File: config.mk
export PLATFORM = sky130hd
export DESIGN_NAME = vga_fb_arbiter
export DESIGN_NICKNAME = d
export VERILOG_FILES = /design/src/rtl/vga_fb_arbiter.sv
export SDC_FILE = /design/constraint.sdc
export NUM_CORES = 1
export LEC_CHECK = 0
export ABC_AREA = 1
export CORE_UTILIZATION = 35
export CTS_BUF_LIST = sky130_fd_sc_hd__clkbuf_8
export DETAILED_ROUTE_END_ITERATION = 16
export HOLD_SLACK_MARGIN = 0.06
export PLACE_DENSITY = 0.65
export SLEW_MARGIN = 40
export SYNTH_ARGS = -nofsm -noshare
export SYNTH_HDL_FRONTEND = slang
export SYNTH_SLANG_ARGS = --single-unit
export TNS_END_PERCENT = 100
File: constraint.sdc
create_clock -name clk -period 3.8 [get_ports clk]
set_input_delay 1.14 -clock clk [delete_from_list [all_inputs] [get_ports clk]]
set_output_delay 1.14 -clock clk [all_outputs]
set_load 0.01 [all_outputs]
File: src/rtl/vga_fb_arbiter.sv
// vga_fb_arbiter: shares the single framebuffer RAM port between scan-out, two pixel writers and a clear engine
//   clk, rst                  pixel clock, asynchronous active-high reset
//   hc, vc                    VGA beam position counters
//   scan_addr                 scan-out read address, owns the port outside granted write slots
//   wr_req, wr_ack            per-writer request (held until ack) and one-cycle commit pulse
//   wr_addr0/1, wr_data0/1    writer target address and pixel
//   clear_req, clear_color    clear start pulse and fill colour (latched on accept)
//   clear_busy, clear_done    clear running flag and one-cycle completion pulse
//   ram_addr, ram_wdata, ram_we  registered RAM port
module vga_fb_arbiter #(
   parameter int ADDR_W     = 16,
   parameter int DATA_W     = 8,
   parameter int H_ACTIVE   = 640,
   parameter int H_TOTAL    = 800,
   parameter int V_ACTIVE   = 480,
   parameter int CLEAR_LAST = 19199
) (
   input  logic              clk,
   input  logic              rst,
   input  logic [9:0]        hc,
   input  logic [9:0]        vc,
   input  logic [ADDR_W-1:0] scan_addr,
   input  logic [1:0]        wr_req,
   input  logic [ADDR_W-1:0] wr_addr0,
   input  logic [ADDR_W-1:0] wr_addr1,
   input  logic [DATA_W-1:0] wr_data0,
   input  logic [DATA_W-1:0] wr_data1,
   output logic [1:0]        wr_ack,
   input  logic              clear_req,
   input  logic [DATA_W-1:0] clear_color,
   output logic              clear_busy,
   output logic              clear_done,
   output logic [ADDR_W-1:0] ram_addr,
   output logic [DATA_W-1:0] ram_wdata,
   output logic              ram_we
);
   localparam logic [0:0] IDLE  = 1'b0;
   localparam logic [0:0] CLEAR = 1'b1;
   logic [0:0]        state;
   logic              rr_ptr;
   logic [ADDR_W-1:0] clr_addr;
   logic [DATA_W-1:0] color;
   logic              win;
   logic              gnt;
   // the last blank clock is excluded because the registered write would land on the first visible pixel
   assign win = (vc >= 10'(V_ACTIVE)) | (hc >= 10'(H_ACTIVE) && hc < 10'(H_TOTAL - 1));
   assign gnt = (&wr_req) ? rr_ptr : wr_req[1];
   always_ff @(posedge clk or posedge rst)
      if (rst) begin
         state      <= IDLE;
         rr_ptr     <= 1'b0;
         clr_addr   <= '0;
         color      <= '0;
         ram_addr   <= '0;
         ram_wdata  <= '0;
         ram_we     <= 1'b0;
         wr_ack     <= 2'b00;
         clear_busy <= 1'b0;
         clear_done <= 1'b0;
      end else begin
         ram_addr   <= scan_addr;
         ram_we     <= 1'b0;
         wr_ack     <= 2'b00;
         clear_done <= 1'b0;
         if (state == IDLE) begin
            if (clear_req) begin
               state      <= CLEAR;
               clr_addr   <= '0;
               color      <= clear_color;
               clear_busy <= 1'b1;
            end else if (win && |wr_req) begin
               ram_addr  <= gnt ? wr_addr1 : wr_addr0;
               ram_wdata <= gnt ? wr_data1 : wr_data0;
               ram_we    <= 1'b1;
               wr_ack    <= gnt ? 2'b10 : 2'b01;
               if (&wr_req) rr_ptr <= ~gnt;
            end
         end else if (win) begin
            ram_addr  <= clr_addr;
            ram_wdata <= color;
            ram_we    <= 1'b1;
            clr_addr  <= clr_addr + 1'b1;
            if (clr_addr == ADDR_W'(CLEAR_LAST)) begin
               state      <= IDLE;
               clear_busy <= 1'b0;
               clear_done <= 1'b1;
            end
         end
      end
endmodule

==> out/metrics.csv, run 1 <==
stage,metric,value,unit
clock_tree,max-clock-path-buffers,2,
drt,detailedRoute.firstPassIterationCount,5,
die,floorplan.initialDensity,36.80,%
synth,async_flop_share,100.0,%
die,top_level_ports,126,
sta,fin_setup_tns,0,ns
sta,timing.final.ws_setup,0.6430,ns
critical_path,critPathMostFrequentCell,sky130_fd_sc_hd__nand2_1,
power_and_ir_drop,power_density,333.2,mW/mm²
sta,worst-slew-pin-transition,0.5281,ns
die,chipWidth,101.3,µm
synth,synth_common_cells,"sky130_fd_sc_hd__nand2_1, sky130_fd_sc_hd__nand3_1, sky130_fd_sc_hd__inv_1",
synth,synth_edf_count,0,
die,dieHeight,101.3,µm
cells_and_area,fin_nets,687,
synth,ys_ff_latch,55,
synth,top_ff_cell_synth,sky130_fd_sc_hd__dfrtp_1,
drt,route.detailed.wl_per_inst,13.93,µm
drt,routed-via-count,3474,
power_and_ir_drop,share_seq_of_total_power,44.2,%
power_and_ir_drop,clkPwrFrac,24.8,%
sta,maxClockFrequency,316.8,MHz
power_and_ir_drop,intPower,1.133,mW
global_routing,grt_antenna_before_repair,0,
clock_tree,cts_resized,0,
drt,wl,10.01,mm
clock_tree,ctsHtreeMaxLevel,2,
critical_path,crit_path_end_kind,flip-flop,
clock_tree,cts_inserted_buffers,5,
die,fp.coreArea,0.009371,mm²
cells_and_area,final_core_utilization,51.98,%
place,total_half_perimeter_wirelength_after_legalization_and_detailed_placement,7.317,mm
power_and_ir_drop,netSwitchingFraction,30.18,%
sta,timing.max_slew.rel_slack,64.79,%
global_routing,grt_start_max_net_pins,56,
place,dp_worst_setup_slack,0.3076,ns
hold_path,hold_class,flip-flop to flip-flop,
sta,final.period_utilization,83.08,%
drt,detail_route.vias_per_cell,4.832,
synth,syn_area,0.003448,mm²
synth,netlist.top_cell.by_area,sky130_fd_sc_hd__dfrtp_1,
power_and_ir_drop,total_power,1.623,mW
clock_tree,postCtsHoldBufs,0,
critical_path,crit_family,simple AND/OR/NAND/NOR gates,
cells_and_area,final_design_area_no_fill,0.004871,mm²
synth,library_cells_used_by_synthesis,31,
clock_tree,clockRootBuffer,sky130_fd_sc_hd__clkbuf_8,
global_routing,grt_first_pass_wirelength,15.70,mm
critical_path,cp-start-kind,input port,
synth,ys_seq_area_share,39.91,%
cells_and_area,fin_cells,719,
drt,drt_drc_violations_left,0,
power_and_ir_drop,net-switching-power,0.4898,mW
status,outcome,finished clean,
sta,finalCriticalPeriod,3.157,ns
power_and_ir_drop,peak_vdd_ir,0.0001724,V
clock_tree,clk_pin_slew_worst_paths,0.10,ns
die,core.rowCount,35,
critical_path,worst-path-buf-inv,1,
drt,antenna_nets_post_route,0,
sta,drv_slew,0,
cells_and_area,layout-drive-gt1-share,7.797,%
sta,worst_clock_skew_on_the_final_layout,0.01245,ns
cells_and_area,filler_cell_count,949,
cells_and_area,area_delta_synth_final,41.26,%
sta,hold_viol_final,0,
global_routing,grt_overflow,0,
flow_run,max_cap_viol_count,0,
synth,avgSynthCellArea,7.229,µm²
power_and_ir_drop,power.leakage,2.335,nW
clock_tree,post-cts-setup-buffer-count,0,
place,dpl.cell_count,711,
place,placed_cell_area,0.004753,mm²
critical_path,criticalPathCategory,input port to flip-flop,
critical_path,critical-path-slowest-cell,sky130_fd_sc_hd__clkdlybuf4s50_1,
clock_tree,insertion_delay,0.31,ns
place,place.gp.congestion,0.8820,
sta,rsz0062_at_grt,false,
synth,synth-warning-count,0,
cells_and_area,n_antenna_cell,0,
clock_tree,numClockSinks,55,
critical_path,worst-endpoint-arrival,3.35,ns
global_routing,first_global_vias,3149,
synth,yosysTopAreaCellShare,39.91,%
critical_path,crit_path_max_fanout,25,
place,port_buffers,120,
clock_tree,cts_tree,done,
sta,setup_violations,0,
power_and_ir_drop,power.combinational.fraction,31.0,%
synth,post-synth-top-count-cell,sky130_fd_sc_hd__nand2_1,
critical_path,cp_data_required_time,4.00,ns
synth,post_synth_main_area_contributors,"sky130_fd_sc_hd__dfrtp_1, sky130_fd_sc_hd__nand2_1, sky130_fd_sc_hd__nand3_1",
synth,mappedNetlistNets,575,
critical_path,slowest_stage_delay_cp,0.48,ns
sta,fin_hold_ws,0.4935,ns
drt,drt_first_iter_violations,140,
global_routing,global_route.usage.total,19.60,%
die,die_area,0.01025,mm²
synth,syn_inst,477,
critical_path,cp_cell_sequence,"clkdlybuf4s50_1, nand2_1, nor2_1, nand3_1, nand2_2, nand2_4, nand2_2, nand2_1, nand2_1, nand2_1",
-- power groups by stage --
stage / combinational [mW] / clock, mW / sequential (mW)
global route: 0.556 / 0.436 / 0.728
floorplan: 0.239 / 0 / 0.742
detailed placement: 0.504 / 0 / 0.728
global placement: 0.492 / 0 / 0.726
CTS: 0.507 / 0.414 / 0.717
finish: 0.503 / 0.403 / 0.717
-- area by class of cell --
cell class	count	area (µm²)	share of cell area (%)
multi-input cells	334	1683	34.55
flip-flops and latches	55	1376	28.26
repair buffers	128	1286	26.41
inverters	65	246.5	5.060
well taps	129	161.4	3.314
clock buffers	6	82.58	1.695
clock inverters	2	35.03	0.7192
-- cell usage in the layout (no fill, tap or decap), drive strengths merged --
master and instances:
nand2 144, clkdlybuf4s50 120, nand3 88, inv 64, dfrtp 55, o21ai 33, nor2 27, xor2 10
a31oi 9, mux2 8, buf 8, nand4 6, clkbuf 6, nor3 5, clkinv 2, nor4 1
a21oi 1, xnor2 1, ha 1, bufinv 1
-- metal layers --
| layer | vias to the layer above | global-route usage [%] | wire, µm |
|---|---|---|---|
| met5 | - | 0 | 0 |
| met4 | 0 | 7.246 | 253 |
| met3 | 20 | 2.622 | 527 |
| met2 | 108 | 31.19 | 4711 |
| met1 | 1603 | 27.21 | 4521 |
| li1 | 1743 | - | - |
-- worst paths after layout --
| check | from | end | slack [ns] | cells after the start |
|---|---|---|---|---|
| max in group asynchronous | rst | clr_addr[6] | 2.34 | 3 |
| min in group asynchronous | rst | ram_wdata[7] | 1.19 | 3 |
| max reg2reg | rr_ptr | ram_wdata[2] | 2.04 | 6 |
| min | ram_wdata[2] | ram_wdata[2] | 0.49 | 2 |
| min reg2reg | ram_wdata[2] | ram_wdata[2] | 0.49 | 2 |
| max | hc[9] | clr_addr[14] | 0.64 | 10 |
-- sequential cells by signal (all words and copies together) (netlist names) --
| register | count |
|---|---|
| ram_we | 1 |
| rr_ptr | 1 |
| ram_wdata | 8 |
| wr_ack | 2 |
| state | 1 |
| ram_addr | 16 |
| color | 8 |
| clear_busy | 1 |
| clear_done | 1 |
| clr_addr | 16 |
-- cells by family after synthesis --
group | after synthesis | synth area share, %
DFF | 55 | 39.91
xor gates and xnor gates | 11 | 2.794
adders and majority gates | 1 | 0.3628
AOI/OAI and AO/OA | 43 | 7.765
muxes | 8 | 2.613
and+or+nand+nor | 271 | 35.27
buffers and inverters | 88 | 11.28
-- worst min-delay path: cells and delay by family, from the launching register on --
kind          cells  cell delay [ns]
flops             1             0.35
simple gates      2             0.12
Power figures use the tool's default switching activity.
==> run 2: changes to the inputs <==
==> constraint.sdc (replaced) <==
create_clock -name clk -period 3 [get_ports clk]
set_input_delay 0.9 -clock clk [delete_from_list [all_inputs] [get_ports clk]]
set_output_delay 0.9 -clock clk [all_outputs]
set_load 0.01 [all_outputs]
==> run 2 against run 1 <==
First-iteration DRC count up 7.1%. Utilization down 0.080 points. Register-to-register slack worse by 1.3 ns. Hold slack worse by 0.0054 ns. Sequential cell count unchanged. Highest routed layer unchanged. Clock skew down 0.0061 ns.
==> out/metrics.csv, run 2 (synthesized netlist as in run 1, its figures left out) <==
stage,metric,value,unit,change
hold_path,hold_class,flip-flop to flip-flop,,
global_routing,first_global_vias,3327,,+5.7%
clock_tree,clk_pin_slew_worst_paths,0.09,ns,about the same
critical_path,worst-endpoint-arrival,2.52,ns,-0.83 ns
critical_path,crit_path_max_fanout,42,,+68%
global_routing,grt_overflow,0,,unchanged
cells_and_area,final_design_area_no_fill,0.004863,mm²,-0.15%
power_and_ir_drop,share_seq_of_total_power,46.4,%,+2.2 points
place,place.gp.congestion,0.8779,,-0.46%
die,top_level_ports,126,,unchanged
cells_and_area,fin_cells,721,,+0.28%
clock_tree,cts_tree,done,,
critical_path,cp-start-kind,input port,,
sta,rsz0062_at_grt,false,,
cells_and_area,final_core_utilization,51.90,%,-0.080 points
power_and_ir_drop,net-switching-power,0.6105,mW,+25%
cells_and_area,largestRegisters,"clr_addr: 16 flops, ram_addr: 16 flops",,
sta,worst-slew-pin-transition,0.6519,ns,+0.1238 ns
die,die_area,0.01025,mm²,unchanged
power_and_ir_drop,intPower,1.351,mW,+19%
place,dpl.cell_count,714,,+0.42%
sta,hold_viol_final,0,,unchanged
power_and_ir_drop,clkPwrFrac,21.2,%,-3.6 points
place,total_half_perimeter_wirelength_after_legalization_and_detailed_placement,7.434,mm,+1.6%
sta,final.period_utilization,77.29,%,
clock_tree,postCtsHoldBufs,0,,unchanged
clock_tree,numClockSinks,55,,unchanged
die,chipWidth,101.3,µm,unchanged
cells_and_area,layout-drive-gt1-share,8.108,%,+0.31 points
clock_tree,max-clock-path-buffers,2,,unchanged
sta,timing.max_slew.rel_slack,56.48,%,-8.3 points
power_and_ir_drop,peak_vdd_ir,0.0001853,V,+7.4%
global_routing,grt_first_pass_wirelength,15.96,mm,+1.6%
cells_and_area,most-common-layout-cells,"sky130_fd_sc_hd__nand2_1, sky130_fd_sc_hd__clkdlybuf4s50_1, sky130_fd_sc_hd__nand3_1",,
clock_tree,insertion_delay,0.31,ns,about the same
status,outcome,finished clean,,
power_and_ir_drop,power.leakage,2.334,nW,about the same
drt,route.detailed.wl_per_inst,13.71,µm,-1.6%
sta,fin_setup_tns,0,ns,unchanged
critical_path,cp_data_required_time,3.20,ns,-0.80 ns
sta,setup_violations,0,,unchanged
drt,antenna_nets_post_route,0,,unchanged
drt,routed-via-count,3426,,-1.4%
clock_tree,cts_inserted_buffers,5,,unchanged
global_routing,grt_start_max_net_pins,43,,-23%
clock_tree,clockRootBuffer,sky130_fd_sc_hd__clkbuf_8,,
clock_tree,ctsHtreeMaxLevel,2,,unchanged
die,floorplan.initialDensity,36.80,%,unchanged
global_routing,grt_antenna_before_repair,0,,unchanged
clock_tree,post-cts-setup-buffer-count,0,,unchanged
sta,worst_clock_skew_on_the_final_layout,0.006328,ns,-0.006125 ns
die,dieHeight,101.3,µm,unchanged
drt,detail_route.vias_per_cell,4.752,,-1.7%
die,fp.coreArea,0.009371,mm²,unchanged
power_and_ir_drop,power.combinational.fraction,32.4,%,+1.4 points
die,core.rowCount,35,,unchanged
clock_tree,cts_resized,0,,unchanged
cells_and_area,area_delta_synth_final,41.04,%,
sta,finalCriticalPeriod,2.319,ns,
cells_and_area,fin_nets,690,,+0.44%
sta,drv_slew,0,,unchanged
global_routing,global_route.usage.total,19.83,%,+0.23 points
sta,maxClockFrequency,431.3,MHz,
drt,detailedRoute.firstPassIterationCount,4,,-1
critical_path,crit_path_end_kind,flip-flop,,
power_and_ir_drop,power_density,403.4,mW/mm²,+21%
critical_path,criticalPathCategory,input port to flip-flop,,
cells_and_area,n_antenna_cell,0,,unchanged
drt,wl,9.886,mm,-1.3%
cells_and_area,layout_commonest_cell,sky130_fd_sc_hd__nand2_1,,
drt,drt_first_iter_violations,150,,+7.1%
drt,drt_drc_violations_left,0,,unchanged
place,placed_cell_area,0.004776,mm²,+0.47%
power_and_ir_drop,netSwitchingFraction,31.12,%,+0.94 points
flow_run,max_cap_viol_count,0,,unchanged
place,port_buffers,120,,unchanged
[run 2: cell count changes in the layout (fill, tap and decap cells not counted), sizes merged]
| cell | delta |
|---|---|
| buf | +3 |
| bufinv | -1 |
[run 2: path summary, 6_finish.rpt]
| kind | cells after the start | endpoint | slack (ns) | start |
|---|---|---|---|---|
| min in group asynchronous | 2 | ram_we | 0.95 | rst |
| max reg2reg | 6 | clr_addr[7] | 0.75 | state |
| min | 2 | clear_busy | 0.49 | clear_busy |
| min reg2reg | 2 | clear_busy | 0.49 | clear_busy |
| max | 9 | ram_wdata[6] | 0.68 | wr_req[0] |
| max in group asynchronous | 3 | clr_addr[10] | 1.53 | rst |
[run 2: power groups by stage]
stage               logic [mW]  clock network, mW  registers [mW]
floorplan                0.303                  0           0.940
global placement         0.628                  0           0.922
detailed placement       0.638                  0           0.924
CTS                      0.641              0.434           0.910
global route             0.704              0.458           0.926
finish                   0.635              0.416           0.911
[run 2: per-layer routing]
layer | vias up | track usage (%) | share of wire (%)
li1 | 1749 | - | -
met1 | 1558 | 26.87 | 46
met2 | 108 | 33.33 | 46
met3 | 11 | 2.899 | 6.0
met4 | 0 | 4.905 | 1.3
met5 | - | 0 | 0
[run 2: critical path, cell delays in order]
cell                              delay, ns
sky130_fd_sc_hd__clkdlybuf4s50_1       0.46
sky130_fd_sc_hd__inv_1                 0.10
sky130_fd_sc_hd__o21ai_2               0.18
sky130_fd_sc_hd__buf_12                0.22
sky130_fd_sc_hd__clkinv_1              0.28
sky130_fd_sc_hd__nand2_1               0.13
sky130_fd_sc_hd__a31oi_1               0.10
sky130_fd_sc_hd__nand2_1               0.10
sky130_fd_sc_hd__nand2_1               0.05
[run 2: area by class of cell]
class	instances	area [µm²]
well taps	129	161.4
fillers	951	4508
repair buffers	131	1309
clock inverters	1	5.005
inverters	65	246.5
flip-flops and latches	55	1376
multi-input cells	334	1683
clock buffers	6	82.58
[run 2: through the flow]
step	hold WS, ns	setup WS (ns)	power (mW)
2_1_floorplan	0.4767	0.7571	1.243
3_3_place_gp	0.4648	0.3725	1.550
3_5_place_dp	0.4656	0.3339	1.562
4_1_cts	0.4976	0.6725	1.986
5_1_grt	0.5229	0.4817	2.089
6_report	0.4881	0.6812	1.962
